--- config.mk ---
export PLATFORM = sky130hd
export DESIGN_NAME = hazard_ctrl_flat
export DESIGN_NICKNAME = d
export VERILOG_FILES = /design/src/rtl/hazard_ctrl_if.sv /design/src/rtl/hazard_ctrl.sv /design/src/flat_wrapper.sv
export SDC_FILE = /design/constraint.sdc
export NUM_CORES = 1
export LEC_CHECK = 0
export ABC_AREA = 0
export CAP_MARGIN = 25
export CORE_MARGIN = 2
export CORE_UTILIZATION = 40
export DETAILED_ROUTE_END_ITERATION = 16
export PLACE_DENSITY = 0.7
export SYNTH_ARGS = -nofsm -noshare
export SYNTH_HDL_FRONTEND = slang
export SYNTH_SLANG_ARGS = --single-unit
export TNS_END_PERCENT = 20
--- constraint.sdc ---
create_clock -name clk -period 2.1 [get_ports clk]
set_input_delay 0.42 -clock clk [delete_from_list [all_inputs] [get_ports clk]]
set_output_delay 0.42 -clock clk [all_outputs]
set_load 0.05 [all_outputs]
--- src/rtl/hazard_ctrl_if.sv ---
// Hazard-control bundle: pipeline hazard inputs, data-memory handshake,
// stall/flush/forward controls and status, shared between the pipeline
// (master) and the hazard controller (slave).
interface hazard_ctrl_if #(
    parameter int RAW  = 5,
    parameter int CNTW = 16
);
    // Register addresses in decode, execute, memory and writeback
    logic [RAW-1:0]  rs1D;
    logic [RAW-1:0]  rs2D;
    logic [RAW-1:0]  rs1E;
    logic [RAW-1:0]  rs2E;
    logic [RAW-1:0]  rdE;
    logic [RAW-1:0]  rdM;
    logic [RAW-1:0]  rdW;

    // Pipeline qualifiers and data-memory handshake
    logic            loadE;
    logic            pcSrcE;
    logic            regWriteM;
    logic            regWriteW;
    logic            dmem_req;
    logic            dmem_ack;

    // Controls back to the pipeline
    logic            stallF;
    logic            stallD;
    logic            stallE;
    logic            stallM;
    logic            flushD;
    logic            flushE;
    logic            flushW;
    logic [1:0]      forwardAE;
    logic [1:0]      forwardBE;

    // Status
    logic            mem_err;
    logic [CNTW-1:0] stall_cycles;

    modport master (
        output rs1D, rs2D, rs1E, rs2E, rdE, rdM, rdW,
        output loadE, pcSrcE, regWriteM, regWriteW, dmem_req, dmem_ack,
        input  stallF, stallD, stallE, stallM, flushD, flushE, flushW,
        input  forwardAE, forwardBE, mem_err, stall_cycles
    );

    modport slave (
        input  rs1D, rs2D, rs1E, rs2E, rdE, rdM, rdW,
        input  loadE, pcSrcE, regWriteM, regWriteW, dmem_req, dmem_ack,
        output stallF, stallD, stallE, stallM, flushD, flushE, flushW,
        output forwardAE, forwardBE, mem_err, stall_cycles
    );
endinterface

--- src/rtl/hazard_ctrl.sv ---
// Hazard controller for a 5-stage pipeline: operand forwarding into E,
// load-use and branch hazard resolution, and a data-memory wait FSM with
// a timeout that parks the pipeline in a sticky error state. Also keeps a
// saturating count of fetch-stall cycles.
module hazard_ctrl #(
    parameter int RAW  = 5,
    parameter int CNTW = 16,
    parameter int TMO  = 255
) (
    input  logic          clk,
    input  logic          rst_n,
    hazard_ctrl_if.slave  hz
);

    typedef enum logic [1:0] {
        ST_RUN      = 2'd0,
        ST_MEM_WAIT = 2'd1,
        ST_ERR      = 2'd2
    } state_e;

    localparam logic [CNTW-1:0] TMO_C   = CNTW'(TMO);
    localparam logic [CNTW-1:0] CNT_MAX = {CNTW{1'b1}};
    localparam logic [CNTW-1:0] CNT_ONE = CNTW'(1);
    localparam logic [CNTW-1:0] CNT_ZERO = {CNTW{1'b0}};
    localparam logic [RAW-1:0]  REG_X0  = {RAW{1'b0}};

    state_e          state_q;
    state_e          state_d;
    logic [CNTW-1:0] wait_cnt_q;
    logic [CNTW-1:0] wait_cnt_d;
    logic [CNTW-1:0] stall_cnt_q;
    logic [CNTW-1:0] stall_cnt_d;

    logic            lw_stall_s;
    logic            stall_f_s;
    logic            stall_d_s;
    logic            stall_e_s;
    logic            stall_m_s;
    logic            flush_d_s;
    logic            flush_e_s;
    logic            flush_w_s;
    logic [1:0]      fwd_a_s;
    logic [1:0]      fwd_b_s;

    // Operand select for one E source: M result beats W result (M is younger);
    // register x0 is never forwarded since it always reads as zero.
    function automatic logic [1:0] fwd_sel(
        input logic [RAW-1:0] rs,
        input logic [RAW-1:0] rd_m,
        input logic           we_m,
        input logic [RAW-1:0] rd_w,
        input logic           we_w
    );
        logic [1:0] sel;
        if (we_m && (rd_m != REG_X0) && (rd_m == rs)) begin
            sel = 2'b10;
        end else if (we_w && (rd_w != REG_X0) && (rd_w == rs)) begin
            sel = 2'b01;
        end else begin
            sel = 2'b00;
        end
        return sel;
    endfunction

    // Forwarding muxes for both E operands
    always_comb begin
        fwd_a_s = fwd_sel(hz.rs1E, hz.rdM, hz.regWriteM, hz.rdW, hz.regWriteW);
        fwd_b_s = fwd_sel(hz.rs2E, hz.rdM, hz.regWriteM, hz.rdW, hz.regWriteW);
    end

    // Load-use hazard: a load in E whose destination a decode source needs
    always_comb begin
        lw_stall_s = hz.loadE && (hz.rdE != REG_X0) &&
                     ((hz.rdE == hz.rs1D) || (hz.rdE == hz.rs2D));
    end

    // Next-state, wait counter and stall/flush decode. A memory stall freezes
    // F..M and bubbles W; branch/load-use terms are only acted on in RUN, so
    // they are naturally re-evaluated in the first RUN cycle after an ack.
    always_comb begin
        state_d    = state_q;
        wait_cnt_d = wait_cnt_q;
        stall_f_s  = 1'b0;
        stall_d_s  = 1'b0;
        stall_e_s  = 1'b0;
        stall_m_s  = 1'b0;
        flush_d_s  = 1'b0;
        flush_e_s  = 1'b0;
        flush_w_s  = 1'b0;
        case (state_q)
            ST_RUN: begin
                if (hz.dmem_req && !hz.dmem_ack) begin
                    stall_f_s  = 1'b1;
                    stall_d_s  = 1'b1;
                    stall_e_s  = 1'b1;
                    stall_m_s  = 1'b1;
                    flush_w_s  = 1'b1;
                    state_d    = ST_MEM_WAIT;
                    wait_cnt_d = CNT_ONE;
                end else if (hz.pcSrcE) begin
                    flush_d_s  = 1'b1;
                    flush_e_s  = 1'b1;
                end else if (lw_stall_s) begin
                    stall_f_s  = 1'b1;
                    stall_d_s  = 1'b1;
                    flush_e_s  = 1'b1;
                end else begin
                    state_d    = ST_RUN;
                end
            end
            ST_MEM_WAIT: begin
                stall_f_s = 1'b1;
                stall_d_s = 1'b1;
                stall_e_s = 1'b1;
                stall_m_s = 1'b1;
                flush_w_s = 1'b1;
                if (hz.dmem_ack) begin
                    state_d    = ST_RUN;
                    wait_cnt_d = CNT_ZERO;
                end else if (wait_cnt_q == TMO_C) begin
                    state_d    = ST_ERR;
                end else begin
                    wait_cnt_d = wait_cnt_q + CNT_ONE;
                end
            end
            ST_ERR: begin
                stall_f_s = 1'b1;
                stall_d_s = 1'b1;
                stall_e_s = 1'b1;
                stall_m_s = 1'b1;
                flush_w_s = 1'b1;
                state_d   = ST_ERR;
            end
            default: begin
                state_d    = ST_RUN;
                wait_cnt_d = CNT_ZERO;
            end
        endcase
    end

    // Saturating count of cycles in which fetch is held
    always_comb begin
        if (stall_f_s && (stall_cnt_q != CNT_MAX)) begin
            stall_cnt_d = stall_cnt_q + CNT_ONE;
        end else begin
            stall_cnt_d = stall_cnt_q;
        end
    end

    // Control state, wait counter and stall counter registers
    always_ff @(posedge clk or negedge rst_n) begin
        if (!rst_n) begin
            state_q     <= ST_RUN;
            wait_cnt_q  <= CNT_ZERO;
            stall_cnt_q <= CNT_ZERO;
        end else begin
            state_q     <= state_d;
            wait_cnt_q  <= wait_cnt_d;
            stall_cnt_q <= stall_cnt_d;
        end
    end

    // Drive the interface; the error flag is a pure decode of the ERR state
    always_comb begin
        hz.stallF       = stall_f_s;
        hz.stallD       = stall_d_s;
        hz.stallE       = stall_e_s;
        hz.stallM       = stall_m_s;
        hz.flushD       = flush_d_s;
        hz.flushE       = flush_e_s;
        hz.flushW       = flush_w_s;
        hz.forwardAE    = fwd_a_s;
        hz.forwardBE    = fwd_b_s;
        hz.mem_err      = (state_q == ST_ERR);
        hz.stall_cycles = stall_cnt_q;
    end

endmodule

--- src/flat_wrapper.sv ---
// flat-port wrapper written by rule: the top's interface ports become plain ports
module hazard_ctrl_flat 
#(
    parameter int RAW  = 5,
    parameter int CNTW = 16,
    parameter int TMO  = 255
)
  (clk, rst_n, hz_rs1D, hz_rs2D, hz_rs1E, hz_rs2E, hz_rdE, hz_rdM, hz_rdW, hz_loadE, hz_pcSrcE, hz_regWriteM, hz_regWriteW, hz_dmem_req, hz_dmem_ack, hz_stallF, hz_stallD, hz_stallE, hz_stallM, hz_flushD, hz_flushE, hz_flushW, hz_forwardAE, hz_forwardBE, hz_mem_err, hz_stall_cycles);
  hazard_ctrl_if #(.RAW(RAW), .CNTW(CNTW)) hz_i ();
  input  logic clk;
  input  logic rst_n;
  input wire logic [$bits(hz_i.rs1D)-1:0] hz_rs1D;
  input wire logic [$bits(hz_i.rs2D)-1:0] hz_rs2D;
  input wire logic [$bits(hz_i.rs1E)-1:0] hz_rs1E;
  input wire logic [$bits(hz_i.rs2E)-1:0] hz_rs2E;
  input wire logic [$bits(hz_i.rdE)-1:0] hz_rdE;
  input wire logic [$bits(hz_i.rdM)-1:0] hz_rdM;
  input wire logic [$bits(hz_i.rdW)-1:0] hz_rdW;
  input wire logic [$bits(hz_i.loadE)-1:0] hz_loadE;
  input wire logic [$bits(hz_i.pcSrcE)-1:0] hz_pcSrcE;
  input wire logic [$bits(hz_i.regWriteM)-1:0] hz_regWriteM;
  input wire logic [$bits(hz_i.regWriteW)-1:0] hz_regWriteW;
  input wire logic [$bits(hz_i.dmem_req)-1:0] hz_dmem_req;
  input wire logic [$bits(hz_i.dmem_ack)-1:0] hz_dmem_ack;
  output wire logic [$bits(hz_i.stallF)-1:0] hz_stallF;
  output wire logic [$bits(hz_i.stallD)-1:0] hz_stallD;
  output wire logic [$bits(hz_i.stallE)-1:0] hz_stallE;
  output wire logic [$bits(hz_i.stallM)-1:0] hz_stallM;
  output wire logic [$bits(hz_i.flushD)-1:0] hz_flushD;
  output wire logic [$bits(hz_i.flushE)-1:0] hz_flushE;
  output wire logic [$bits(hz_i.flushW)-1:0] hz_flushW;
  output wire logic [$bits(hz_i.forwardAE)-1:0] hz_forwardAE;
  output wire logic [$bits(hz_i.forwardBE)-1:0] hz_forwardBE;
  output wire logic [$bits(hz_i.mem_err)-1:0] hz_mem_err;
  output wire logic [$bits(hz_i.stall_cycles)-1:0] hz_stall_cycles;
  assign hz_i.rs1D = hz_rs1D;
  assign hz_i.rs2D = hz_rs2D;
  assign hz_i.rs1E = hz_rs1E;
  assign hz_i.rs2E = hz_rs2E;
  assign hz_i.rdE = hz_rdE;
  assign hz_i.rdM = hz_rdM;
  assign hz_i.rdW = hz_rdW;
  assign hz_i.loadE = hz_loadE;
  assign hz_i.pcSrcE = hz_pcSrcE;
  assign hz_i.regWriteM = hz_regWriteM;
  assign hz_i.regWriteW = hz_regWriteW;
  assign hz_i.dmem_req = hz_dmem_req;
  assign hz_i.dmem_ack = hz_dmem_ack;
  assign hz_stallF = hz_i.stallF;
  assign hz_stallD = hz_i.stallD;
  assign hz_stallE = hz_i.stallE;
  assign hz_stallM = hz_i.stallM;
  assign hz_flushD = hz_i.flushD;
  assign hz_flushE = hz_i.flushE;
  assign hz_flushW = hz_i.flushW;
  assign hz_forwardAE = hz_i.forwardAE;
  assign hz_forwardBE = hz_i.forwardBE;
  assign hz_mem_err = hz_i.mem_err;
  assign hz_stall_cycles = hz_i.stall_cycles;
  hazard_ctrl #(.RAW(RAW), .CNTW(CNTW), .TMO(TMO)) u_core (.clk(clk), .rst_n(rst_n), .hz(hz_i));
endmodule
==> run summary, run 1 <==
cell count after synthesis - 249
unrepaired setup endpoints after global routing - true
vias in the first global route - 2,366
clock sinks - 34
DIE WIDTH - 80.2 um
Power Dens Cells - 884 mW/mm2
I/O pins - 71
Max-Cap Viols - 0
starting density of the core - 41.9%
drt drc - 0
Static Leak - 1.84 nW
status - finished, violations left
Total Power - 0.00361 W
total CTS buffers - 5
CTS tree - yes
mapped cell area - 0.00232 mm2
filler cell count - 392
f_max - 451 MHz
Worst-Margin Slew - 0.518 ns
number of flops mapped to enable cells by yosys - 0
Seq/Total Area, Yosys - 36.7%
Buffers on Ports - 70
maximum VDD drop - 1.14 mV
cell taking the most area after synthesis - dfrtp_1
Post-synth top cells - 34 x dfrtp_1, 32 x xnor2_1, 22 x xor2_1
Routed WL per cell - 14.2 um
Worst R2R Path Depth - 9
FFs w/ async S/R, synth - 100%
Seq. cell area - 855 um2
fin nets - 443
number of synthesis warnings - 0
Setup Viol. Count Final - 6
CP startpoint kind - primary input
Net Count, Synth - 298
pin count of the biggest net entering global routing - 35
Post-Place Cells - 442
Max FO, Critical Path - 2
initial antenna violation count - 0
CORE AREA - 0.00554 mm2
hold endpoint - u_core.hz.stall_cycles[13]
final hold slack - 0.493 ns
DP Wirelength - 4.77 mm
Yosys reg bits - 34
critical path class - in -> out
cell with the most instances after synthesis - dfrtp_1
Hold Path Depth - 1
Multi-input gate area - 0.00165 mm2
violations in the final reports - setup timing
cell row count - 27
Post-synth top flop - dfrtp_1
Worst Setup Slack, final - -0.115 ns
Distinct cells, synth - 47
Tmin final - 2.22 ns
# H-tree levels - 2
final setup skew - 0.00931 ns
Final Max Slew Viols - 0
global-route wire length before repair - 10.9 mm
Hold Buf Count CTS - 0
share of layout cells above drive strength 1 - 41.5%
Die Y - 80.2 um
Post-DRT Antenna Nets - 0
Skew-Pair Late Insertion Delay - 0.29 ns
synth-to-layout area growth - 76.0%
final period utilization - 105%
crit end category - primary output
Slew headroom - 65.4%
TritonRoute pass-1 iters - 4
reg-to-reg startpoint - u_core.hz.stall_cycles[0]
ant diodes - 0
worst-case clock buffer depth - 2
starting DRC count in detailed routing - 25
Yosys top cell area share - 36.7%
Data required, critical path - 1.68 ns
gr ovfl total - 0
Placer Congestion - 0.838
Root Buffer - clkbuf_8
synth top area cells - dfrtp_1 37%, xnor2_1 12%, xor2_1 8.3%, nand3_1 3.5%, ha_1 3.2%
Synth Area per Inst - 9.32 um2
hold path start - u_core.hz.stall_cycles[13]
r2r setup slk - 0.03 ns
critical path arrival - 1.80 ns
min-delay worst type - reg -> reg
die area - 0.00643 mm2
DR vias/cell - 5.06
Total Routing Usage GR - 21.5%
Reg clk slew, reported paths - 0.07 ns
Detailed Route WL - 6.61 mm
capture point of the worst reg-to-reg path - u_core.hz.stall_cycles[12]
Final Hold Vio Count - 0
Layout Cells excl Fill - 467
Vias - 2,361
Fin Setup TNS - -0.348 ns
==> per-stage QoR <==
step,utilization (%),area [um2],setup slack (ns)
final,73.7,4090,-0.115
after global routing,73.7,4090,-0.155
after CTS,71.3,3950,-0.171
after detailed placement,67.0,3710,-0.497
after global placement,67.0,3710,-0.477
after floorplan,-,2440,-0.182
==> sequential cells by signal, indices dropped and copies added (netlist names) <==
register	count
u_core.hz.stall_cycles	16
u_core.state_q	2
u_core.wait_cnt_q	16
==> routing by layer <==
| metal | GRT usage (%) | wire length (um) | vias up |
|---|---|---|---|
| met5 | 0 | 0 | - |
| met4 | 7.12 | 109 | 0 |
| met3 | 5.17 | 418 | 9 |
| met2 | 35.9 | 3200 | 68 |
| met1 | 27.3 | 2890 | 1122 |
| li1 | - | - | 1162 |
==> logic make-up (layout without fill, tap and decap cells) <==
| logic type | after synthesis | in the layout | synth area share, % |
|---|---|---|---|
| AND/OR/NAND/NOR | 105 | 105 | 25.7 |
| XOR/XNOR | 54 | 54 | 20.4 |
| multiplexers | 1 | 1 | 0.485 |
| adder cells (fa/ha/maj) | 6 | 6 | 3.23 |
| AO/OA/AOI/OAI | 31 | 31 | 9.81 |
| buffers and inverters | 18 | 164 | 3.77 |
| flip-flops | 34 | 34 | 36.7 |
==> placed cells by master (no fill, tap or decap), types with 9 or more instances in the layout <==
cell / count
buf_12: 11
buf_4: 72
clkdlybuf4s50_1: 22
dfrtp_1: 31
dlygate4sd2_1: 13
inv_1: 9
nand2_1: 17
nand3_1: 14
nor2_1: 18
xnor2_1: 28
xor2_1: 22
==> power breakdown <==
group	internal, W	leakage (nW)	switching, W
Sequential	0.000756	0.436	0.0000951
Clock	0.000263	0.0472	0.000241
Combinational	0.00109	1.36	0.00116
Total	0.00211	1.84	0.00150
==> how the worst max path moves through the flow <==
stage / startpoint / to / cells after the start
detailed placement: hz_rdE[3] / hz_flushE / 7
CTS: hz_rdM[4] / hz_forwardBE[0] / 6
global placement: hz_rdW[1] / hz_forwardBE[0] / 5
global route: hz_rdM[4] / hz_forwardBE[0] / 7
floorplan: hz_rdM[1] / hz_forwardBE[0] / 4
finish: hz_rdM[4] / hz_forwardBE[0] / 7
==> layout make-up <==
class                   count  area share [%]
repair buffers            144            33.0
well taps                  72            2.21
clock inverters             2           0.306
flip-flops and latches     34            20.9
multi-input cells         197            40.5
inverters                  12            1.10
clock buffers               6            2.02
==> worst max-delay path: stages <==
cell,delay (ns)
buf_6,0.09
or4_4,0.53
o21ai_4,0.18
buf_4,0.15
nor4_4,0.05
nor4_4,0.19
buf_12,0.18
==> repair_timing <==
item,4_1_cts,5_1_grt
cloned,0,1
resized for setup,83,47
endpoints found under the setup margin,22,20
pin swaps,31,25
buffers inserted,12,4
Power figures use the tool's default switching activity.
==> run 2, diff against run 1 <==
--- a/config.mk
+++ b/config.mk
@@ -10,7 +10,7 @@
 export CORE_MARGIN = 2
 export CORE_UTILIZATION = 40
 export DETAILED_ROUTE_END_ITERATION = 16
-export PLACE_DENSITY = 0.7
+export DONT_BUFFER_PORTS = 1
 export SYNTH_ARGS = -nofsm -noshare
 export SYNTH_HDL_FRONTEND = slang
 export SYNTH_SLANG_ARGS = --single-unit
==> run summary, run 2 (synthesis gave the netlist of run 1 again) <==
crit end category - primary output
gr ovfl total - 0 (unchanged)
DR vias/cell - 5.19 (+2.6%)
Placed Area - 0.00283 mm2 (-24%)
commonest non-fill, non-tap cells in the layout - 37 x buf_4, 32 x xnor2_1, 30 x dfrtp_1
share of layout cells above drive strength 1 - 31.2% (-10 points)
fin nets - 346 (-22%)
CP max-delay cell - dfrtp_2
cell row count - 27 (unchanged)
drt drc - 0 (unchanged)
Non-Filler Cell Area, Final - 0.00309 mm2 (-24%)
I/O pins - 71 (unchanged)
status - complete, no violations
Detailed Route WL - 5.24 mm (-21%)
Largest stage delay, worst path - 0.45 ns (-0.08 ns)
total CTS buffers - 5 (unchanged)
Root Buffer - clkbuf_8
Total Power - 0.00304 W (-16%)
Reg clk slew, reported paths - 0.07 ns (about the same)
critical path depth in cells - 6 (-1)
Buffers on Ports - 0 (-100%)
Max FO, Critical Path - 6 (+4)
global-route wire length before repair - 8.54 mm (-21%)
# H-tree levels - 2 (unchanged)
die area - 0.00643 mm2 (unchanged)
Cell Chain, Critical Path - inv_2 -> ha_4 -> nand3b_1 -> a21oi_4 -> a31o_4 -> buf_12
Buf+Inv Stages, Crit Path - 2 (-1)
CP endpoint - hz_stallD
critical path arrival - 1.68 ns (-0.12 ns)
capture point of the worst reg-to-reg path - u_core.hz.stall_cycles[1]
r2r setup slk - 0.09 ns (+0.06 ns)
starting density of the core - 41.9% (unchanged)
DIE WIDTH - 80.2 um (unchanged)
Setup Viol. Count Final - 0 (-6)
Static Leak - 1.30 nW (-30%)
unrepaired setup endpoints after global routing - true
Worst R2R Path Depth - 5 (-4)
f_max - 477 MHz (+5.6%)
Post-DRT Antenna Nets - 0 (unchanged)
starting DRC count in detailed routing - 59 (+140%)
worst-case clock buffer depth - 2 (unchanged)
critical path class - reg -> out
TritonRoute pass-1 iters - 4 (unchanged)
Final Hold Vio Count - 0 (unchanged)
Total Routing Usage GR - 16.9% (-4.7 points)
Vias - 1,919 (-19%)
Die Y - 80.2 um (unchanged)
clock sinks - 34 (unchanged)
reg-to-reg startpoint - u_core.hz.stall_cycles[9]
final setup skew - 0.00478 ns (-0.00453 ns)
delay-heaviest family, CP - flip-flops
min-delay worst type - in -> reg
Setup crit start - u_core.state_q[0]
DP Wirelength - 3.94 mm (-17%)
Power Dens Cells - 984 mW/mm2 (+11%)
initial antenna violation count - 0 (unchanged)
final period utilization - 99.9% (-5.6 points)
Max-Cap Viols - 0 (unchanged)
Routed WL per cell - 14.2 um (about the same)
maximum VDD drop - 0.716 mV (-37%)
most common cell after layout, fill and taps aside - buf_4
synth-to-layout area growth - 33.1%
Final Max Slew Viols - 0 (unchanged)
Tmin final - 2.10 ns (-0.117 ns)
pin count of the biggest net entering global routing - 35 (unchanged)
CORE AREA - 0.00554 mm2 (unchanged)
Worst-Margin Slew - 0.499 ns (-0.0188 ns)
Placer Congestion - 0.753 (-10%)
Skew-Pair Late Insertion Delay - 0.28 ns (about the same)
filler cell count - 506 (+29%)
ant diodes - 0 (unchanged)
CTS tree - yes
Slew headroom - 66.8% (+1.5 points)
CP startpoint kind - flip-flop
vias in the first global route - 1,939 (-18%)
Data required, critical path - 1.68 ns (about the same)
## run 2: cell types whose count changed in the layout (fill, tap and decap cells not counted), moves of 4 or more
| cell | delta |
|---|---|
| buf_4 | -35 |
| buf_6 | -6 |
| buf_12 | -6 |
| clkdlybuf4s50_1 | -22 |
| clkbuf_2 | -4 |
| xnor2_2 | -4 |
| dlygate4sd2_1 | -13 |
| clkdlybuf4s15_1 | -4 |
| buf_2 | -5 |
| xnor2_1 | +4 |
## run 2: cell type report
cell class | instances | area, um2 | area share (%)
clock buffer | 7 | 76.3 | 2.47
clock inverter | 1 | 30.0 | 0.972
timing repair buffer | 46 | 425 | 13.8
multi-input combinational | 198 | 1570 | 50.7
inverter | 12 | 45.0 | 1.46
sequential | 34 | 856 | 27.7
tap | 72 | 90.1 | 2.92
## run 2: routing by layer
metal	wire length, um	up-vias	global-route usage (%)
li1	-	961	-
met1	2260	891	20.3
met2	2450	57	27.7
met3	430	10	5.51
met4	98	0	6.78
met5	0	-	0
## run 2: through the flow
stage	instances	TNS, ns	utilization (%)	worst slack [ns]	hold slack, ns
finish	370	0	55.8	0.00202	0.347
floorplan	249	-0.761	-	-0.182	0.124
global placement	355	0	51.0	0.00335	0.126
global route	370	-0.408	55.8	-0.0716	0.350
CTS	366	-0.0106	54.1	-0.0106	0.343
detailed placement	355	-0.229	51.0	-0.0607	0.125
## run 2: how the worst min path moves through the flow
stage,startpoint,end,slack [ns],cells after the start
after floorplan,rst_n,u_core.hz.stall_cycles[0],0.12,0
after detailed placement,rst_n,u_core.hz.stall_cycles[7],0.13,0
after global routing,hz_pcSrcE,u_core.state_q[0],0.35,2
final,hz_pcSrcE,u_core.state_q[0],0.35,2
after global placement,rst_n,u_core.hz.stall_cycles[7],0.13,0
after CTS,hz_pcSrcE,u_core.state_q[0],0.34,2
## run 2: worst reg2reg max path: stages, from the launching register on
cell and delay, ns:
dfrtp_1 0.35, and4_1 0.29, nand3_1 0.14, o31a_1 0.35, a21oi_2 0.38, mux2_2 0.39
## run 2: what timing repair did
action                                 in CTS  in global routing
setup buffers                               0                  4
pin swaps                                   3                  6
endpoints found under the hold margin      34                  0
gates cloned                                1                  0
hold buffers                                2                  0
setup endpoints to repair                   6                 23
resized for setup                           5                 13
## run 2: report_power, final
| part | switching [W] | internal [W] |
|---|---|---|
| sequential | 0.0000804 | 0.000756 |
| clock | 0.000235 | 0.000355 |
| combinational | 0.00102 | 0.000598 |
| total | 0.00133 | 0.00171 |
==> run 3, diff against run 2 <==
--- a/config.mk
+++ b/config.mk
@@ -11,6 +11,8 @@
 export CORE_UTILIZATION = 40
 export DETAILED_ROUTE_END_ITERATION = 16
 export DONT_BUFFER_PORTS = 1
+export MAX_ROUTING_LAYER = met4
+export SLEW_MARGIN = 20
 export SYNTH_ARGS = -nofsm -noshare
 export SYNTH_HDL_FRONTEND = slang
 export SYNTH_SLANG_ARGS = --single-unit
==> run summary, run 3 (synthesis gave the netlist of run 1 again) <==
Max-Cap Viols - 0 (unchanged)
die area - 0.00643 mm2 (unchanged)
CP max-delay cell - dfrtp_2
fin nets - 346 (unchanged)
Setup Viol. Count Final - 2 (+2)
violations in the final reports - setup timing
critical path class - reg -> out
worst-case clock buffer depth - 2 (unchanged)
drt drc - 0 (unchanged)
initial antenna violation count - 0 (unchanged)
DIE WIDTH - 80.2 um (unchanged)
Slew headroom - 66.8% (unchanged)
part of the power in combinational logic - 53.1% (about the same)
critical path arrival - 1.68 ns (about the same)
total CTS buffers - 5 (unchanged)
status - finished, violations left
Worst-Margin Slew - 0.499 ns (unchanged)
ant diodes - 0 (unchanged)
Power Dens Cells - 984 mW/mm2 (about the same)
DR vias/cell - 5.18 (about the same)
Max FO, Critical Path - 6 (unchanged)
vias in the first global route - 1,939 (unchanged)
maximum VDD drop - 0.716 mV (about the same)
Buffers on Ports - 0 (unchanged)
cell row count - 27 (unchanged)
most common cell after layout, fill and taps aside - buf_4
CTS tree - yes
CORE AREA - 0.00554 mm2 (unchanged)
share of layout cells above drive strength 1 - 31.2% (unchanged)
Worst Setup Slack, final - -0.00137 ns (-0.00340 ns)
commonest non-fill, non-tap cells in the layout - 37 x buf_4, 32 x xnor2_1, 30 x dfrtp_1
Tmin final - 2.10 ns (+0.00340 ns)
delay-heaviest family, CP - flip-flops
CP startpoint kind - flip-flop
Reg clk slew, reported paths - 0.07 ns (about the same)
unrepaired setup endpoints after global routing - true
Placer Congestion - 0.762 (+1.3%)
Post-DRT Antenna Nets - 0 (unchanged)
f_max - 476 MHz (-0.16%)
internal power - 0.00171 W (about the same)
Vias - 1,918 (-0.052%)
global-route wire length before repair - 8.54 mm (about the same)
starting density of the core - 41.9% (unchanged)
Largest stage delay, worst path - 0.46 ns (about the same)
starting DRC count in detailed routing - 61 (+3.4%)
Static Leak - 1.30 nW (unchanged)
Sequential Power Share - 27.5% (about the same)
Root Buffer - clkbuf_8
Die Y - 80.2 um (unchanged)
pin count of the biggest net entering global routing - 35 (unchanged)
filler cell count - 506 (unchanged)
clock share of power - 19.4% (about the same)
Multi-input gate area - 0.00157 mm2 (unchanged)
Buf+Inv Stages, Crit Path - 2 (unchanged)
switching pwr - 0.00133 W (about the same)
Detailed Route WL - 5.25 mm (+0.21%)
Post-Place Cells - 355 (unchanged)
I/O pins - 71 (unchanged)
Data required, critical path - 1.68 ns (about the same)
final setup skew - 0.00521 ns (+0.000431 ns)
TritonRoute pass-1 iters - 4 (unchanged)
final period utilization - 100% (+0.16 points)
clock sinks - 34 (unchanged)
Final Max Slew Viols - 0 (unchanged)
Cell Chain, Critical Path - inv_2 -> ha_4 -> nand3b_1 -> a21oi_4 -> a31o_4 -> buf_12
Final Hold Vio Count - 0 (unchanged)
switch share - 43.8% (about the same)
crit end category - primary output
final hold slack - 0.347 ns (+0.000150 ns)
Routed WL per cell - 14.2 um (+0.21%)
Total Routing Usage GR - 17.3% (+0.45 points)
min-delay worst type - in -> reg
synth-to-layout area growth - 33.1% (unchanged)
DP Wirelength - 3.94 mm (unchanged)
Layout Cells excl Fill - 370 (unchanged)
# H-tree levels - 2 (unchanged)
Seq. cell area - 856 um2 (unchanged)
gr ovfl total - 0 (unchanged)
Skew-Pair Late Insertion Delay - 0.28 ns (about the same)
==> run 3: cell counts in the layout (fill, tap and decap cells not counted) <==
Identical to the previous run, type by type.
==> run 3: repair_timing <==
| action | in CTS | in global routing |
|---|---|---|
| endpoints found under the setup margin | 6 | 23 |
| cloned | 1 | 0 |
| pin swaps | 3 | 6 |
| resized for setup | 5 | 13 |
| hold endpoints to repair | 34 | 0 |
| hold buffers | 2 | 0 |
| buffers inserted | 0 | 4 |
==> run 3: path summary, 6_finish.rpt <==
path | startpoint | to | slack [ns] | cells past startpoint
setup / recovery | u_core.state_q[0] | hz_stallD | -0.001 | 6
hold / removal | hz_pcSrcE | u_core.state_q[0] | 0.35 | 2
setup reg to reg | u_core.hz.stall_cycles[9] | u_core.hz.stall_cycles[1] | 0.09 | 5
hold reg to reg | u_core.wait_cnt_q[1] | u_core.wait_cnt_q[1] | 0.54 | 1
max in group asynchronous | rst_n | u_core.hz.stall_cycles[0] | 1.32 | 2
min in group asynchronous | rst_n | u_core.hz.stall_cycles[7] | 0.57 | 2
==> run 3: through the flow <==
step           total power [W]  utilization, %  setup WS, ns  cell area (um2)  setup TNS, ns
5_1_grt                0.00321            55.8       -0.0716             3090         -0.399
6_report               0.00304            55.8      -0.00137             3090       -0.00257
3_5_place_dp           0.00233            51.0       -0.0607             2830         -0.229
4_1_cts                0.00299            54.1       -0.0106             3000        -0.0106
3_3_place_gp           0.00231            51.0       0.00335             2830              0
2_1_floorplan          0.00198               -        -0.182             2440         -0.761
==> run 3: final cells by class <==
cell class / count / share of cell area, %
clock buffers: 7 / 2.47
clock inverters: 1 / 0.972
inverters: 12 / 1.46
multi-input cells: 198 / 50.7
flip-flops and latches: 34 / 27.7
well taps: 72 / 2.92
repair buffers: 46 / 13.8
==> run 3: per-layer routing <==
metal	global-route usage (%)	up-vias	routed length, um
li1	-	961	-
met1	20.5	890	2270
met2	27.7	57	2460
met3	5.28	10	420
met4	6.78	0	99
met5	-	-	0
==> run 3: worst register-to-register path: cells and delay by family (launching register included) <==
family	cells	cell delay, ns
AOI/OAI and AO/OA	2	0.73
and+or+nand+nor	2	0.43
muxes	1	0.38
DFF	1	0.35
==> run 3: power groups by stage <==
| stage | Combinational, W | Sequential (W) | Clock (W) |
|---|---|---|---|
| 5_1_grt | 0.00172 | 0.000849 | 0.000634 |
| 6_report | 0.00161 | 0.000837 | 0.000590 |
| 3_3_place_gp | 0.00147 | 0.000838 | 0 |
| 3_5_place_dp | 0.00149 | 0.000840 | 0 |
| 4_1_cts | 0.00155 | 0.000830 | 0.000609 |
| 2_1_floorplan | 0.000897 | 0.00108 | 0 |
